**config.mk**
```make
export PLATFORM = sky130hd
export DESIGN_NAME = instruction_encoder_flat
export DESIGN_NICKNAME = d
export VERILOG_FILES = /design/src/rtl/instruction_encoder_if.sv /design/src/rtl/instruction_encoder.sv /design/src/flat_wrapper.sv
export SDC_FILE = /design/constraint.sdc
export NUM_CORES = 1
export LEC_CHECK = 0
export BUFFER_PORTS_ARGS = -buffer_cell sky130_fd_sc_hd__buf_2
export CAP_MARGIN = 25
export CELL_PAD_IN_SITES_DETAIL_PLACEMENT = 1
export CELL_PAD_IN_SITES_GLOBAL_PLACEMENT = 2
export CORE_ASPECT_RATIO = 0.9
export CORE_MARGIN = 2
export CORE_UTILIZATION = 26
export DETAILED_ROUTE_END_ITERATION = 10
export PLACE_DENSITY = 0.76
export SKIP_CTS_REPAIR_TIMING = 1
export SYNTH_ARGS = -nofsm -noshare
export SYNTH_HDL_FRONTEND = slang
export SYNTH_SLANG_ARGS = --single-unit
```
**constraint.sdc**
```tcl
create_clock -name clk -period 1.75 [get_ports clk]
set_clock_uncertainty 0.1 [all_clocks]
set_input_delay 0.2625 -clock clk [delete_from_list [all_inputs] [get_ports clk]]
set_output_delay 0.2625 -clock clk [all_outputs]
set_load 0.05 [all_outputs]
```
**src/rtl/instruction_encoder_if.sv**
```systemverilog
// Request/program-memory bundle for instruction_encoder.
// The master (test sequencer or loader) issues symbolic operations and fill/rewind
// controls. The slave (encoder) returns the handshake, memory write port and status.
interface instruction_encoder_if #(
    parameter int unsigned ADDR_W = 8
);
    logic              req_valid;
    logic              req_ready;
    logic [2:0]        op;
    logic [2:0]        dst;
    logic [2:0]        src;
    logic [3:0]        imm;
    logic              x_sel;
    logic              y_sel;
    logic [2:0]        alu_fn;
    logic              fill_req;
    logic              rewind;
    logic              pm_we;
    logic [ADDR_W-1:0] pm_addr;
    logic [7:0]        pm_data;
    logic              full;
    logic              err;

    modport master (
        output req_valid, op, dst, src, imm, x_sel, y_sel, alu_fn, fill_req, rewind,
        input  req_ready, pm_we, pm_addr, pm_data, full, err
    );

    modport slave (
        input  req_valid, op, dst, src, imm, x_sel, y_sel, alu_fn, fill_req, rewind,
        output req_ready, pm_we, pm_addr, pm_data, full, err
    );
endinterface

```
**src/rtl/instruction_encoder.sv**
```systemverilog
// instruction_encoder: encodes one symbolic operation per handshake into the 8-bit
// instruction format and writes it to program memory at a sequential address.
// The encoder can also pad the rest of memory with NOP_BYTE, and supports a
// full/rewind protocol.
// Optional feature macro: ENCODER_OP_CHECK_EN. When it is defined, ops 6/7 are
// accepted but not written, and err pulses.
module instruction_encoder #(
    parameter int unsigned ADDR_W   = 8,
    parameter logic [7:0]  NOP_BYTE = 8'hCF
) (
    input  logic                  clk,
    input  logic                  sync_reset,
    instruction_encoder_if.slave  bus
);

    typedef enum logic [1:0] {
        ST_IDLE,
        ST_FILL,
        ST_FULL
    } state_t;

    state_t            r_state;
    logic [ADDR_W-1:0] r_wp;
    logic [ADDR_W-1:0] r_pm_addr;
    logic [7:0]        r_pm_data;
    logic              r_pm_we;
    logic              r_req_ready;
    logic              r_full;
`ifdef ENCODER_OP_CHECK_EN
    logic              r_err;
    logic              w_unused_op;
`endif

    logic              w_accept;
    logic              w_last;
    logic [7:0]        w_enc;

    // req_ready is only ever 1 in IDLE, so it alone qualifies acceptance.
    assign w_accept = bus.req_valid & r_req_ready;
    assign w_last   = (r_wp == {ADDR_W{1'b1}});
`ifdef ENCODER_OP_CHECK_EN
    assign w_unused_op = bus.op[2] & bus.op[1];
`endif

    // Translate the symbolic request into the decoder's instruction byte.
    always_comb begin
        w_enc = NOP_BYTE;
        case (bus.op)
            3'd0:    w_enc = {1'b0, bus.dst, bus.imm};
            3'd1:    w_enc = {2'b10, bus.dst, bus.src};
            3'd2:    w_enc = {3'b110, bus.x_sel, bus.y_sel, bus.alu_fn};
            3'd3:    w_enc = {4'hE, bus.imm};
            3'd4:    w_enc = {4'hF, bus.imm};
            default: w_enc = NOP_BYTE;
        endcase
    end

    // Control FSM plus the registered write port and status outputs.
    always_ff @(posedge clk) begin
        if (sync_reset) begin
            r_state     <= ST_IDLE;
            r_wp        <= '0;
            r_pm_we     <= 1'b0;
            r_pm_addr   <= '0;
            r_pm_data   <= 8'h00;
            r_req_ready <= 1'b0;
            r_full      <= 1'b0;
`ifdef ENCODER_OP_CHECK_EN
            r_err       <= 1'b0;
`endif
        end else begin
            r_pm_we <= 1'b0;
`ifdef ENCODER_OP_CHECK_EN
            r_err   <= 1'b0;
`endif
            if (bus.rewind) begin
                // Rewind wins over everything and suppresses this cycle's write.
                r_state     <= ST_IDLE;
                r_wp        <= '0;
                r_full      <= 1'b0;
                r_req_ready <= 1'b1;
            end else begin
                case (r_state)
                    ST_IDLE: begin
                        r_req_ready <= 1'b1;
                        if (w_accept) begin
`ifdef ENCODER_OP_CHECK_EN
                            if (w_unused_op) begin
                                r_err <= 1'b1;
                            end else begin
`endif
                                r_pm_we   <= 1'b1;
                                r_pm_addr <= r_wp;
                                r_pm_data <= w_enc;
                                if (w_last) begin
                                    r_state     <= ST_FULL;
                                    r_full      <= 1'b1;
                                    r_req_ready <= 1'b0;
                                end else begin
                                    r_wp <= r_wp + ADDR_W'(1);
                                end
`ifdef ENCODER_OP_CHECK_EN
                            end
`endif
                        end else if (bus.fill_req) begin
                            r_state     <= ST_FILL;
                            r_req_ready <= 1'b0;
                        end
                    end
                    ST_FILL: begin
                        r_req_ready <= 1'b0;
                        r_pm_we     <= 1'b1;
                        r_pm_addr   <= r_wp;
                        r_pm_data   <= NOP_BYTE;
                        if (w_last) begin
                            r_state <= ST_FULL;
                            r_full  <= 1'b1;
                        end else begin
                            r_wp <= r_wp + ADDR_W'(1);
                        end
                    end
                    ST_FULL: begin
                        r_req_ready <= 1'b0;
                        r_full      <= 1'b1;
                    end
                    default: begin
                        r_state     <= ST_IDLE;
                        r_req_ready <= 1'b0;
                    end
                endcase
            end
        end
    end

    assign bus.req_ready = r_req_ready;
    assign bus.pm_we     = r_pm_we;
    assign bus.pm_addr   = r_pm_addr;
    assign bus.pm_data   = r_pm_data;
    assign bus.full      = r_full;
`ifdef ENCODER_OP_CHECK_EN
    assign bus.err       = r_err;
`else
    assign bus.err       = 1'b0;
`endif

endmodule
```
**src/flat_wrapper.sv**
```systemverilog
// flat-port wrapper written by rule: the top's interface ports become plain ports
module instruction_encoder_flat 
#(
    parameter int unsigned ADDR_W   = 8,
    parameter logic [7:0]  NOP_BYTE = 8'hCF
)
  (clk, sync_reset, bus_req_valid, bus_op, bus_dst, bus_src, bus_imm, bus_x_sel, bus_y_sel, bus_alu_fn, bus_fill_req, bus_rewind, bus_req_ready, bus_pm_we, bus_pm_addr, bus_pm_data, bus_full, bus_err);
  instruction_encoder_if #(.ADDR_W(ADDR_W)) bus_i ();
  input  logic clk;
  input  logic sync_reset;
  input wire logic [$bits(bus_i.req_valid)-1:0] bus_req_valid;
  input wire logic [$bits(bus_i.op)-1:0] bus_op;
  input wire logic [$bits(bus_i.dst)-1:0] bus_dst;
  input wire logic [$bits(bus_i.src)-1:0] bus_src;
  input wire logic [$bits(bus_i.imm)-1:0] bus_imm;
  input wire logic [$bits(bus_i.x_sel)-1:0] bus_x_sel;
  input wire logic [$bits(bus_i.y_sel)-1:0] bus_y_sel;
  input wire logic [$bits(bus_i.alu_fn)-1:0] bus_alu_fn;
  input wire logic [$bits(bus_i.fill_req)-1:0] bus_fill_req;
  input wire logic [$bits(bus_i.rewind)-1:0] bus_rewind;
  output wire logic [$bits(bus_i.req_ready)-1:0] bus_req_ready;
  output wire logic [$bits(bus_i.pm_we)-1:0] bus_pm_we;
  output wire logic [$bits(bus_i.pm_addr)-1:0] bus_pm_addr;
  output wire logic [$bits(bus_i.pm_data)-1:0] bus_pm_data;
  output wire logic [$bits(bus_i.full)-1:0] bus_full;
  output wire logic [$bits(bus_i.err)-1:0] bus_err;
  assign bus_i.req_valid = bus_req_valid;
  assign bus_i.op = bus_op;
  assign bus_i.dst = bus_dst;
  assign bus_i.src = bus_src;
  assign bus_i.imm = bus_imm;
  assign bus_i.x_sel = bus_x_sel;
  assign bus_i.y_sel = bus_y_sel;
  assign bus_i.alu_fn = bus_alu_fn;
  assign bus_i.fill_req = bus_fill_req;
  assign bus_i.rewind = bus_rewind;
  assign bus_req_ready = bus_i.req_ready;
  assign bus_pm_we = bus_i.pm_we;
  assign bus_pm_addr = bus_i.pm_addr;
  assign bus_pm_data = bus_i.pm_data;
  assign bus_full = bus_i.full;
  assign bus_err = bus_i.err;
  instruction_encoder #(.ADDR_W(ADDR_W), .NOP_BYTE(NOP_BYTE)) u_core (.clk(clk), .sync_reset(sync_reset), .bus(bus_i));
endmodule
```
Yosys cells after proc, flatten, opt, wreduce, memory -nomap -nowiden
Index checks and enable logic that the tools add are counted.
W data, S select, Z words.
{ "word_totals": {"regBits": 29, "elab_cells": 51} }
{ "op_classes": {"addsub": 1, "eq_ne": 9, "mux": 22, "bitwise": 3, "n_reduce_logical": 9} }
{ "ops": {"columns": ["operator", "count"], "rows": [
  ["$pmux W8 S2", 3],
  ["$pmux W8 S5", 1],
  ["$mux W8", 4],
  ["$add A8 B1 Y8 const B", 1],
  ["$eq A8 B8 Y1 const B", 1],
  ["$mux W1", 8],
  ["$eq A3 B2 Y1 const B", 2],
  ["$mux W2", 3],
  ["$pmux W2 S3", 1],
  ["$reduce_and A2 Y1", 3],
  ["$eq A3 B1 Y1 const B", 1],
  ["$eq A3 B3 Y1 const B", 1],
  ["$logic_not A3 Y1", 1],
  ["$ne A3 B2 Y1 const B", 1],
  ["$pmux W1 S3", 1],
  ["$reduce_and A3 Y1", 1],
  ["$reduce_bool A3 Y1", 1],
  ["$eq A2 B1 Y1 const B", 1],
  ["$eq A2 B2 Y1 const B", 1],
  ["$logic_not A2 Y1", 1],
  ["$ne A2 B1 Y1 const B", 1],
  ["$not A1 Y1", 2],
  ["$pmux W1 S2", 1],
  ["$reduce_bool A2 Y1", 1],
  ["other kinds (2)", 2]
]} }

Logic depth before layout (Yosys ltp)
Gate-level depths: netlist (run 1).
{ "depth": {"ltp_word": 5, "depth_mapped": 6} }

Worst setup path before layout (run 1)
No wires, ideal clock.
{ "synth_timing": {"kind": "flip-flop to flip-flop", "start": "register u_core.r_req_ready, in the netlist u_core.bus.req_ready", "end": "register u_core.r_pm_data[6], in the netlist u_core.bus.pm_data[6]", "setup_time_ps": 130, "arrival_ps": 1585, "t_required_ps": 1520, "path_slack_ps": -65, "stages_incl_launch_ff": 5, "cell_sequence": "dfxtp_1 -> nand4bb_1 -> or2_2 -> a2111oi_0 -> nor3_1"} }
{ "synth_between": {"elab_chain_cells": 3} }
{ "synth_rtl": {"columns": ["element", "line_no", "text"], "rows": [
  ["from (decl)", "instruction_encoder.sv:27", "logic r_req_ready;"],
  ["from (signal assigned)", "instruction_encoder.sv:66", "r_req_ready <= 1'b0;"],
  ["from (signal assigned)", "instruction_encoder.sv:81", "r_req_ready <= 1'b1;"],
  ["from (signal assigned)", "instruction_encoder.sv:85", "r_req_ready <= 1'b1;"],
  ["$and A1 B1 Y1", "instruction_encoder.sv:39", "assign w_accept = bus.req_valid & r_req_ready;"],
  ["$ne A2 B1 Y1 (no source line)", null, null],
  ["$reduce_and A3 Y1 (no source line)", null, null],
  ["to (signal assigned)", "instruction_encoder.sv:94", "r_pm_data <= w_enc;"],
  ["to (decl)", "instruction_encoder.sv:25", "logic [7:0] r_pm_data;"]
]} }
No other way between the ends.
A chain may end at the register's enable or synchronous reset.

Worst setup path after layout (run 1)
{ "layout_timing": {"start": "register u_core.r_wp[1]", "end": "register u_core.r_wp[2]"} }
{ "layout_between": {"elab_chain_cells": 4, "word_cells_on_any_way": 5, "cone_classes": "1 x add/sub; 1 x eq/ne; 3 x mux"} }
{ "layout_rtl": {"columns": ["element", "line_no", "text"], "rows": [
  ["from (decl)", "instruction_encoder.sv:23", "logic [ADDR_W-1:0] r_wp;"],
  ["from (signal assigned)", "instruction_encoder.sv:100", "r_wp <= r_wp + ADDR_W'(1);"],
  ["from (signal assigned)", "instruction_encoder.sv:119", "r_wp <= r_wp + ADDR_W'(1);"],
  ["$add A8 B1 Y8 / $eq A8 B8 Y1 (equally long branches)", "instruction_encoder.sv:100, instruction_encoder.sv:119, instruction_encoder.sv:40", null],
  ["$mux W8 *", "instruction_encoder.sv:95, instruction_encoder.sv:115", null],
  ["$mux W8", "instruction_encoder.sv:86", "if (w_accept) begin"],
  ["$pmux W8 S2 *", "instruction_encoder.sv:83", "case (r_state)"]
]} }
Every way passes the cells marked *; elsewhere a longest branch is shown, timed or not. The select of a mux whose other input is x is not followed.

==> results.json, run 1 <==
{
  "run_status": "finished, final reports clean",
  "grt_antenna_before_repair": 0,
  "rr_worst_depth": 5,
  "min_period_over_period_pct": 92.60,
  "worstHoldPathType": "in2reg",
  "floorplan.initialDensity_pct": 26.98,
  "seq_area_frac_synth_pct": 40.70,
  "ff_latch_area_um2": 581.8,
  "regToRegStartpoint": "u_core.r_wp[1]",
  "ys_warnings": 0,
  "hold_path_startpoint": "bus_imm[0]",
  "fmax_ghz": 0.6171,
  "grt_start_max_net_pins": 16,
  "first_pass_iters": 4,
  "portBuffers": 41,
  "critical-path-top-delay-family": "compound AO/OA/AOI/OAI gates",
  "synth_fp_nets": 195,
  "layout-drive-gt1-share_pct": 35.11,
  "fillers": 661,
  "synth_seq_cells": 29,
  "route.antenna.remaining_nets": 0,
  "timing.critical_path.slowest_cell_delay_ns": 0.34,
  "setup_tns_ns": 0,
  "insertedDiodeCount": 0,
  "ffs_w_async_s_r_synth_pct": 0,
  "setup_crit_end_kind": "flop",
  "placement_rows": 25,
  "clock-root-buffer": "sky130_fd_sc_hd__clkbuf_8",
  "placed_cell_area_um2": 1774,
  "netlist_top_cells_area": "sky130_fd_sc_hd__dfxtp_1 (41%), sky130_fd_sc_hd__nand2_1 (6.6%), sky130_fd_sc_hd__a21oi_1 (6.3%), sky130_fd_sc_hd__nor3_1 (4.6%), sky130_fd_sc_hd__nor2_1 (4.2%)",
  "synth_area_leader_cell": "sky130_fd_sc_hd__dfxtp_1",
  "final_max_slew_viol_count": 0,
  "core_area_um2": 5286,
  "ios": 43,
  "timing.critical_path.arrival_ns": 1.70,
  "tritoncts_num_sinks": 29,
  "report.final.setup_viol": 0,
  "synth_edf_count": 0,
  "drt_iter0_drc": 41,
  "synth.cells.most_frequent": "sky130_fd_sc_hd__dfxtp_1 (29), sky130_fd_sc_hd__nand2_1 (25), sky130_fd_sc_hd__a21oi_1 (18), sky130_fd_sc_hd__nor2_1 (16), sky130_fd_sc_hd__nor3_1 (13)",
  "cts-htree-levels": 2,
  "multi_input_area_um2": 784.5,
  "hold_viol_final": 0,
  "grt_pass1_vias": 1443,
  "ff2ff_setup_slack_ns": 0.13,
  "vias_per_inst": 4.774,
  "instances_no_fill": 292,
  "die_x_um": 82.08,
  "crit_slowest_cell": "sky130_fd_sc_hd__dfxtp_1",
  "dp_cells": 284,
  "timing.critical_path.cells": "ha_1 > and4_4 > a211oi_4 > a21oi_1 > a31o_2",
  "reg2reg_to": "u_core.r_wp[2]",
  "floorplan.die.height_um": 74.27,
  "insertion_delay_ns": 0.28,
  "holdWs_ns": 0.1500,
  "postRouteWirelength_mm": 3.959,
  "globalRouteTotalUtil_pct": 14.62,
  "synthesis_to_layout_area_growth_pct": 31.58,
  "detailroute.via_count": 1394,
  "max-slew-margin-rel_pct": 64.52,
  "gpl.final_weighted_congestion": 0.7743,
  "max-cap-violations": 0,
  "syn-cell-area_um2": 1426,
  "preCtsSetupSlack_ns": 0.03534,
  "power_density_nw_per_um2": 813.6,
  "drc_errors": 0,
  "critPathKind": "reg2reg",
  "worstPathRequired_ns": 1.83,
  "synth_top_cell_area_share_pct": 40.70,
  "fin_util_pct": 35.50,
  "ys_types": 42,
  "min_delay_worst_endpoint": "u_core.bus.pm_data[0]",
  "path_clk_slew_ns": 0.06,
  "dieArea_um2": 6095,
  "design.final.nets": 248,
  "timing.critical_path.buf_inv": 0,
  "design_area_um2": 1877,
  "p_leak_nw": 0.7670,
  "number_of_buffers_inserted_during_clock_tree_synthesis": 5,
  "most_common_cell_in_the_netlist": "sky130_fd_sc_hd__dfxtp_1",
  "ir_drop_uv": 331.8,
  "cp_num_cells": 5,
  "path_max_fanout": 4,
  "fin_total_pwr_mw": 1.527,
  "timing.hold.worst_path_depth": 3,
  "max-clock-path-buffers": 2,
  "layout_setup_ws_ns": 0.1294,
  "gr-total-overflow": 0,
  "hpwl_mm": 3.026,
  "global_route_wire_length_before_repair_mm": 6.748,
  "grt_setup_unrepaired": "false",
  "synthesis.instances": 171,
  "fin_crit_ns": 1.621,
  "syn-mean-instance-area_um2": 8.341,
  "synthFlopType": "sky130_fd_sc_hd__dfxtp_1",
  "setup.worst_path.start_class": "flop",
  "tritoncts": "done",
  "post_drt_wl_per_cell_um": 13.56,
  "worstMarginPinSlew_ns": 0.5281
}
placed cells by master (no fill, tap or decap), drive strengths merged, types with 2 or more instances in the layout:
cell type,Yosys,layout
buf,7,56
dfxtp,29,29
nand2,25,25
a21oi,19,19
nor2,16,16
nor3,14,14
clkbuf,3,7
nand3b,4,4
or2,4,4
a22oi,4,4
nand3,4,4
o21ai,3,3
or3,3,3
mux2i,3,3
mux2,3,3
a2111oi,3,3
o21a,2,2
nor2b,2,2
and3,2,2
xnor2,2,2
inv,2,2
nor4,2,2
a31oi,2,2
a211oi,2,2
worst max-delay path by stage:
stage                            startpoint               endpoint  slack, ns
after floorplan              u_core.r_wp[0]         u_core.r_wp[2]       0.06
after global placement       u_core.r_wp[1]         u_core.r_wp[2]       0.08
after detailed placement     u_core.r_wp[1]         u_core.r_wp[2]       0.04
after CTS                    u_core.r_wp[1]         u_core.r_wp[2]       0.02
after global routing      u_core.r_state[0]  u_core.bus.pm_addr[4]       0.02
final                        u_core.r_wp[1]         u_core.r_wp[2]       0.13
sequential cells by signal, indices dropped and copies added, names as in the netlist:
signal,count
u_core.bus.req_ready,1
u_core.r_state,2
u_core.bus.pm_we,1
u_core.bus.pm_addr,8
u_core.bus.full,1
u_core.bus.pm_data,8
u_core.r_wp,8
cells by family after synthesis:
logic type / after synthesis / synth area share [%]
AND/OR/NAND/NOR: 80 / 27.98
buffers and inverters: 12 / 4.386
XOR/XNOR: 2 / 1.228
adder cells (fa/ha/maj): 1 / 0.8771
AO/OA/AOI/OAI: 40 / 20.09
other: 1 / 0.2629
multiplexers: 6 / 4.474
flip-flops: 29 / 40.70
report_power, final:
| part | leakage [nW] | switching [mW] | internal [mW] | total (mW) |
|---|---|---|---|---|
| Combinational | 0.478 | 0.146 | 0.0804 | 0.226 |
| Sequential | 0.235 | 0.0104 | 0.677 | 0.688 |
| Clock | 0.0542 | 0.258 | 0.355 | 0.613 |
worst register-to-register path, stage by stage, from the launching register on:
cell	delay, ns
sky130_fd_sc_hd__dfxtp_1	0.34
sky130_fd_sc_hd__ha_1	0.21
sky130_fd_sc_hd__and4_4	0.23
sky130_fd_sc_hd__a211oi_4	0.32
sky130_fd_sc_hd__a21oi_1	0.11
sky130_fd_sc_hd__a31o_2	0.21
layout make-up:
type	instances	area share (%)
Sequential cell	29	31.00
Tap cell	67	4.467
Multi-Input combinational cell	130	41.80
Inverter	2	0.4000
Clock buffer	7	5.133
Timing Repair Buffer	56	16.93
Clock inverter	1	0.2667
routing by layer:
layer / routed length (µm) / GRT usage (%) / share of wire (%) / vias to the layer above
li1: - / - / - / 711
met1: 2036 / 19.88 / 51 / 658
met2: 1714 / 22.13 / 43 / 21
met3: 146 / 4.005 / 3.7 / 4
met4: 61 / 5.556 / 1.5 / 0
met5: 0 / 0 / 0 / -
Power figures use the tool's default switching activity.
==> run 2, diff against run 1 <==
--- a/config.mk
+++ b/config.mk
@@ -5,7 +5,7 @@
 export SDC_FILE = /design/constraint.sdc
 export NUM_CORES = 1
 export LEC_CHECK = 0
-export BUFFER_PORTS_ARGS = -buffer_cell sky130_fd_sc_hd__buf_2
+export BUFFER_PORTS_ARGS = -buffer_cell sky130_fd_sc_hd__buf_4
 export CAP_MARGIN = 25
 export CELL_PAD_IN_SITES_DETAIL_PLACEMENT = 1
 export CELL_PAD_IN_SITES_GLOBAL_PLACEMENT = 2
==> run 2 against run 1 <==
Effect of this change: cell count decreased by 0.68%; worst hold slack better by 0.0074 ns; clock power down 9.0%; largest power group unchanged.
==> results.json, run 2 (synthesized netlist as in run 1, its figures left out) <==
{
  "run_status": "finished, final reports clean",
  "setup.worst_path.start_class": "flop",
  "grt_pass1_vias": 1400,
  "path_max_fanout": 6,
  "layout_commonest_cell": "sky130_fd_sc_hd__buf_4",
  "ir_drop_uv": 327.7,
  "tritoncts": "done",
  "fillers": 641,
  "reg2reg_to": "u_core.bus.pm_data[6]",
  "max-cap-violations": 0,
  "insertedDiodeCount": 0,
  "hold_viol_final": 0,
  "gr-total-overflow": 0,
  "globalRouteTotalUtil_pct": 14.64,
  "core_area_um2": 5286,
  "layout_common_cells": "sky130_fd_sc_hd__buf_4 (54), sky130_fd_sc_hd__dfxtp_1 (28), sky130_fd_sc_hd__nand2_1 (25), sky130_fd_sc_hd__a21oi_1 (18), sky130_fd_sc_hd__nor2_1 (16)",
  "design_area_um2": 1974,
  "critPathKind": "reg2reg",
  "route.antenna.remaining_nets": 0,
  "rr_worst_depth": 4,
  "path_clk_slew_ns": 0.06,
  "fin_util_pct": 37.35,
  "report.final.setup_viol": 0,
  "gpl.final_weighted_congestion": 0.8021,
  "ff2ff_setup_slack_ns": 0.11,
  "grt_start_max_net_pins": 17,
  "setup_tns_ns": 0,
  "die_x_um": 82.08,
  "drt_iter0_drc": 50,
  "hpwl_mm": 3.091,
  "dp_cells": 283,
  "worstHoldPathType": "in2reg",
  "ios": 43,
  "fin_total_pwr_mw": 1.500,
  "grt_setup_unrepaired": "false",
  "final_max_slew_viol_count": 0,
  "postRouteWirelength_mm": 4.069,
  "floorplan.initialDensity_pct": 26.98,
  "placed_cell_area_um2": 1882,
  "instances_no_fill": 290,
  "detailroute.via_count": 1404,
  "timing.critical_path.arrival_ns": 1.69,
  "post_drt_wl_per_cell_um": 14.03,
  "timing.hold.worst_path_depth": 3,
  "cts-htree-levels": 2,
  "drc_errors": 0,
  "number_of_buffers_inserted_during_clock_tree_synthesis": 5,
  "min_delay_worst_endpoint": "u_core.bus.pm_data[0]",
  "tritoncts_num_sinks": 29,
  "multi_input_area_um2": 789.5,
  "vias_per_inst": 4.841,
  "placement_rows": 25,
  "power_density_nw_per_um2": 759.5,
  "fin_crit_ns": 1.636,
  "regToRegStartpoint": "u_core.r_state[1]",
  "first_pass_iters": 3,
  "worstPathRequired_ns": 1.81,
  "clock-root-buffer": "sky130_fd_sc_hd__clkbuf_8",
  "global_route_wire_length_before_repair_mm": 6.762,
  "max-clock-path-buffers": 2,
  "fmax_ghz": 0.6112,
  "floorplan.die.height_um": 74.27,
  "design.final.nets": 247,
  "layout-drive-gt1-share_pct": 34.53,
  "grt_antenna_before_repair": 0,
  "dieArea_um2": 6095,
  "setup_crit_end_kind": "flop",
  "p_leak_nw": 0.7785,
  "hold_path_startpoint": "bus_imm[0]",
  "min_period_over_period_pct": 93.49,
  "portBuffers": 41,
  "ff_latch_area_um2": 581.8,
  "synthesis_to_layout_area_growth_pct": 38.42,
  "insertion_delay_ns": 0.28
}
run 2: changes by cell type in the layout (fill, tap and decap cells not counted):
cell / delta
sky130_fd_sc_hd__buf_12: +1
sky130_fd_sc_hd__buf_2: -41
sky130_fd_sc_hd__buf_4: +39
sky130_fd_sc_hd__clkbuf_1: +1
sky130_fd_sc_hd__clkbuf_8: -1
sky130_fd_sc_hd__clkinv_2: -1
sky130_fd_sc_hd__nor3_1: -1
sky130_fd_sc_hd__nor3_2: +1
run 2: report_power, final:
part	internal (mW)	total (mW)	switching [mW]	leakage [nW]
clock network	0.311	0.558	0.247	0.0443
registers	0.677	0.689	0.0111	0.235
logic	0.105	0.253	0.148	0.499
total	1.09	1.50	0.406	0.778
run 2: cell type report:
class | instances | area share, %
multi-input combinational | 130 | 39.99
sequential | 29 | 29.47
timing repair buffer | 55 | 21.55
clock buffer | 7 | 4.373
tap | 67 | 4.246
inverter | 2 | 0.3802
run 2: critical path: stages, from the launching register on:
cell	delay (ns)
sky130_fd_sc_hd__dfxtp_1	0.36
sky130_fd_sc_hd__nand4bb_1	0.23
sky130_fd_sc_hd__or2_2	0.34
sky130_fd_sc_hd__a2111oi_0	0.40
sky130_fd_sc_hd__nor3_1	0.08
run 2: worst max-delay path by stage:
stage | from | end | slack [ns] | cells after the start
after floorplan | u_core.r_wp[0] | u_core.r_wp[2] | 0.06 | 5
after global placement | u_core.r_wp[1] | u_core.r_wp[2] | 0.08 | 5
after detailed placement | u_core.r_wp[1] | u_core.r_wp[2] | 0.05 | 5
after CTS | u_core.r_wp[1] | u_core.r_wp[2] | 0.04 | 5
after global routing | u_core.r_state[1] | u_core.bus.pm_data[6] | 0.01 | 4
final | u_core.r_state[1] | u_core.bus.pm_data[6] | 0.11 | 4
run 2: per-stage QoR:
stage	setup slack, ns	hold slack (ns)
2_1_floorplan	0.06268	0.2418
3_3_place_gp	0.08251	0.3463
3_5_place_dp	0.05072	0.3543
4_1_cts	0.03515	0.1531
5_1_grt	0.01133	0.1766
6_report	0.1139	0.1574
run 2: metal layers:
layer	GRT usage [%]	routed length, µm	up-vias
met5	0	0	-
met4	5.556	65	0
met3	3.155	135	8
met2	22.22	1784	21
met1	20.39	2084	671
li1	-	-	704
==> run 3, diff against run 2 <==
--- a/config.mk
+++ b/config.mk
@@ -10,7 +10,7 @@
 export CELL_PAD_IN_SITES_DETAIL_PLACEMENT = 1
 export CELL_PAD_IN_SITES_GLOBAL_PLACEMENT = 2
 export CORE_ASPECT_RATIO = 0.9
-export CORE_MARGIN = 2
+export CORE_MARGIN = 3
 export CORE_UTILIZATION = 26
 export DETAILED_ROUTE_END_ITERATION = 10
 export PLACE_DENSITY = 0.76
==> run 3 against run 2 <==
Effect of this change: first-iteration DRC count is 50% higher; largest cell class unchanged; flip-flop and latch count did not move; wire length up 3.2%; design area shrank 3.5%; critical path type unchanged; count of clock-buffer cells in the layout down 1.
==> results.json, run 3 (synthesized netlist as in run 1, its figures left out) <==
{
  "run_status": "finished, final reports clean",
  "layout_commonest_cell": "sky130_fd_sc_hd__buf_4",
  "layout-drive-gt1-share_pct": 33.18,
  "final_max_slew_viol_count": 0,
  "number_of_buffers_inserted_during_clock_tree_synthesis": 5,
  "post_drt_wl_per_cell_um": 14.90,
  "hold_viol_final": 0,
  "timing.critical_path.cells": "ha_1 > and4_4 > a211oi_4 > a21oi_1 > a31o_2",
  "insertedDiodeCount": 0,
  "floorplan.initialDensity_pct": 28.11,
  "setup_crit_end_kind": "flop",
  "highest_layer": "met4",
  "min_delay_worst_endpoint": "u_core.bus.req_ready",
  "worstHoldPathType": "in2reg",
  "route.antenna.remaining_nets": 0,
  "worstPathRequired_ns": 1.82,
  "hold_path_startpoint": "bus_rewind",
  "tritoncts": "done",
  "grt_antenna_before_repair": 0,
  "rr_worst_depth": 5,
  "layout_common_cells": "sky130_fd_sc_hd__buf_4 (48), sky130_fd_sc_hd__dfxtp_1 (27), sky130_fd_sc_hd__nand2_1 (25), sky130_fd_sc_hd__a21oi_1 (18), sky130_fd_sc_hd__nor2_1 (16)",
  "grt_pass1_vias": 1504,
  "timing.critical_path.arrival_ns": 1.69,
  "timing.hold.worst_path_depth": 2,
  "globalRouteTotalUtil_pct": 13.78,
  "setup_tns_ns": 0,
  "grt_setup_unrepaired": "false",
  "path_clk_slew_ns": 0.06,
  "fin_util_pct": 37.55,
  "dieArea_um2": 6412,
  "reg2reg_to": "u_core.r_wp[2]",
  "floorplan.die.height_um": 76.27,
  "insertion_delay_ns": 0.28,
  "detailroute.via_count": 1426,
  "fin_crit_ns": 1.615,
  "crit_slowest_cell": "sky130_fd_sc_hd__dfxtp_1",
  "layout_setup_ws_ns": 0.1347,
  "placement_rows": 24,
  "clock-root-buffer": "sky130_fd_sc_hd__clkbuf_8",
  "p_leak_nw": 0.7354,
  "drt-met1-wl_mm": 1.950,
  "min_period_over_period_pct": 92.30,
  "ff2ff_setup_slack_ns": 0.13,
  "core_area_um2": 5075,
  "power_density_nw_per_um2": 766.6,
  "synthesis_to_layout_area_growth_pct": 33.60,
  "global_route_wire_length_before_repair_mm": 7.196,
  "met3WireLength_um": 135,
  "preCtsSetupSlack_ns": 0.03309,
  "setup.worst_path.start_class": "flop",
  "ir_drop_uv": 321.1,
  "fmax_ghz": 0.6191,
  "gpl.final_weighted_congestion": 0.7647,
  "ios": 43,
  "drt_iter0_drc": 75,
  "design.final.nets": 240,
  "dr_wl_met2_mm": 2.053,
  "vias_per_inst": 5.057,
  "tritoncts_num_sinks": 29,
  "holdWs_ns": 0.1547,
  "die_x_um": 84.08,
  "drc_errors": 0,
  "max-cap-violations": 0,
  "hpwl_mm": 3.252,
  "grt_start_max_net_pins": 17,
  "critPathKind": "reg2reg",
  "timing.critical_path.slowest_cell_delay_ns": 0.34,
  "path_max_fanout": 4,
  "cts-htree-levels": 2,
  "portBuffers": 41,
  "postRouteWirelength_mm": 4.201,
  "first_pass_iters": 4,
  "regToRegStartpoint": "u_core.r_wp[1]",
  "report.final.setup_viol": 0,
  "gr-total-overflow": 0,
  "max-clock-path-buffers": 2
}
run 3: worst max path at each step:
| stage | endpoint | from | depth (start not counted) | slack [ns] |
|---|---|---|---|---|
| after floorplan | u_core.r_wp[2] | u_core.r_wp[0] | 5 | 0.06 |
| after global placement | u_core.r_wp[2] | u_core.r_wp[1] | 5 | 0.10 |
| after detailed placement | u_core.r_wp[2] | u_core.r_wp[1] | 5 | 0.03 |
| after CTS | u_core.r_wp[2] | u_core.r_wp[1] | 5 | 0.02 |
| after global routing | u_core.r_wp[6] | u_core.r_wp[1] | 6 | 0.004 |
| final | u_core.r_wp[2] | u_core.r_wp[1] | 5 | 0.13 |
run 3: area by class of cell:
cell class	instances	area [µm²]
sequential	29	583.1
tap	65	81.33
clock inverter	2	10.01
fill	610	3169
timing repair buffer	48	360.3
clock buffer	6	72.57
multi-input combinational	130	790.8
inverter	2	7.507
run 3: metal layers:
metal | up-vias | GRT usage (%)
met5 | - | 0
met4 | 0 | 4.823
met3 | 7 | 2.811
met2 | 20 | 22.87
met1 | 702 | 17.62
li1 | 697 | -
run 3: metrics by stage:
step	power, mW	cells	area, µm²
floorplan	0.8524	171	1428
global placement	0.9427	274	1814
detailed placement	0.9485	274	1814
CTS	1.479	282	1897
global route	1.538	282	1906
finish	1.461	282	1906
run 3: where the power goes:
group	switching (mW)	internal (mW)
clock network	0.252	0.275
logic	0.146	0.0983
registers	0.0119	0.677
run 3: critical path: cells and delay by family, from the launching register on:
kind	cells	cell delay [ns]
AND/OR/NAND/NOR	1	0.22
AO/OA/AOI/OAI	3	0.64
flip-flops	1	0.34
adder cells (fa/ha/maj)	1	0.21
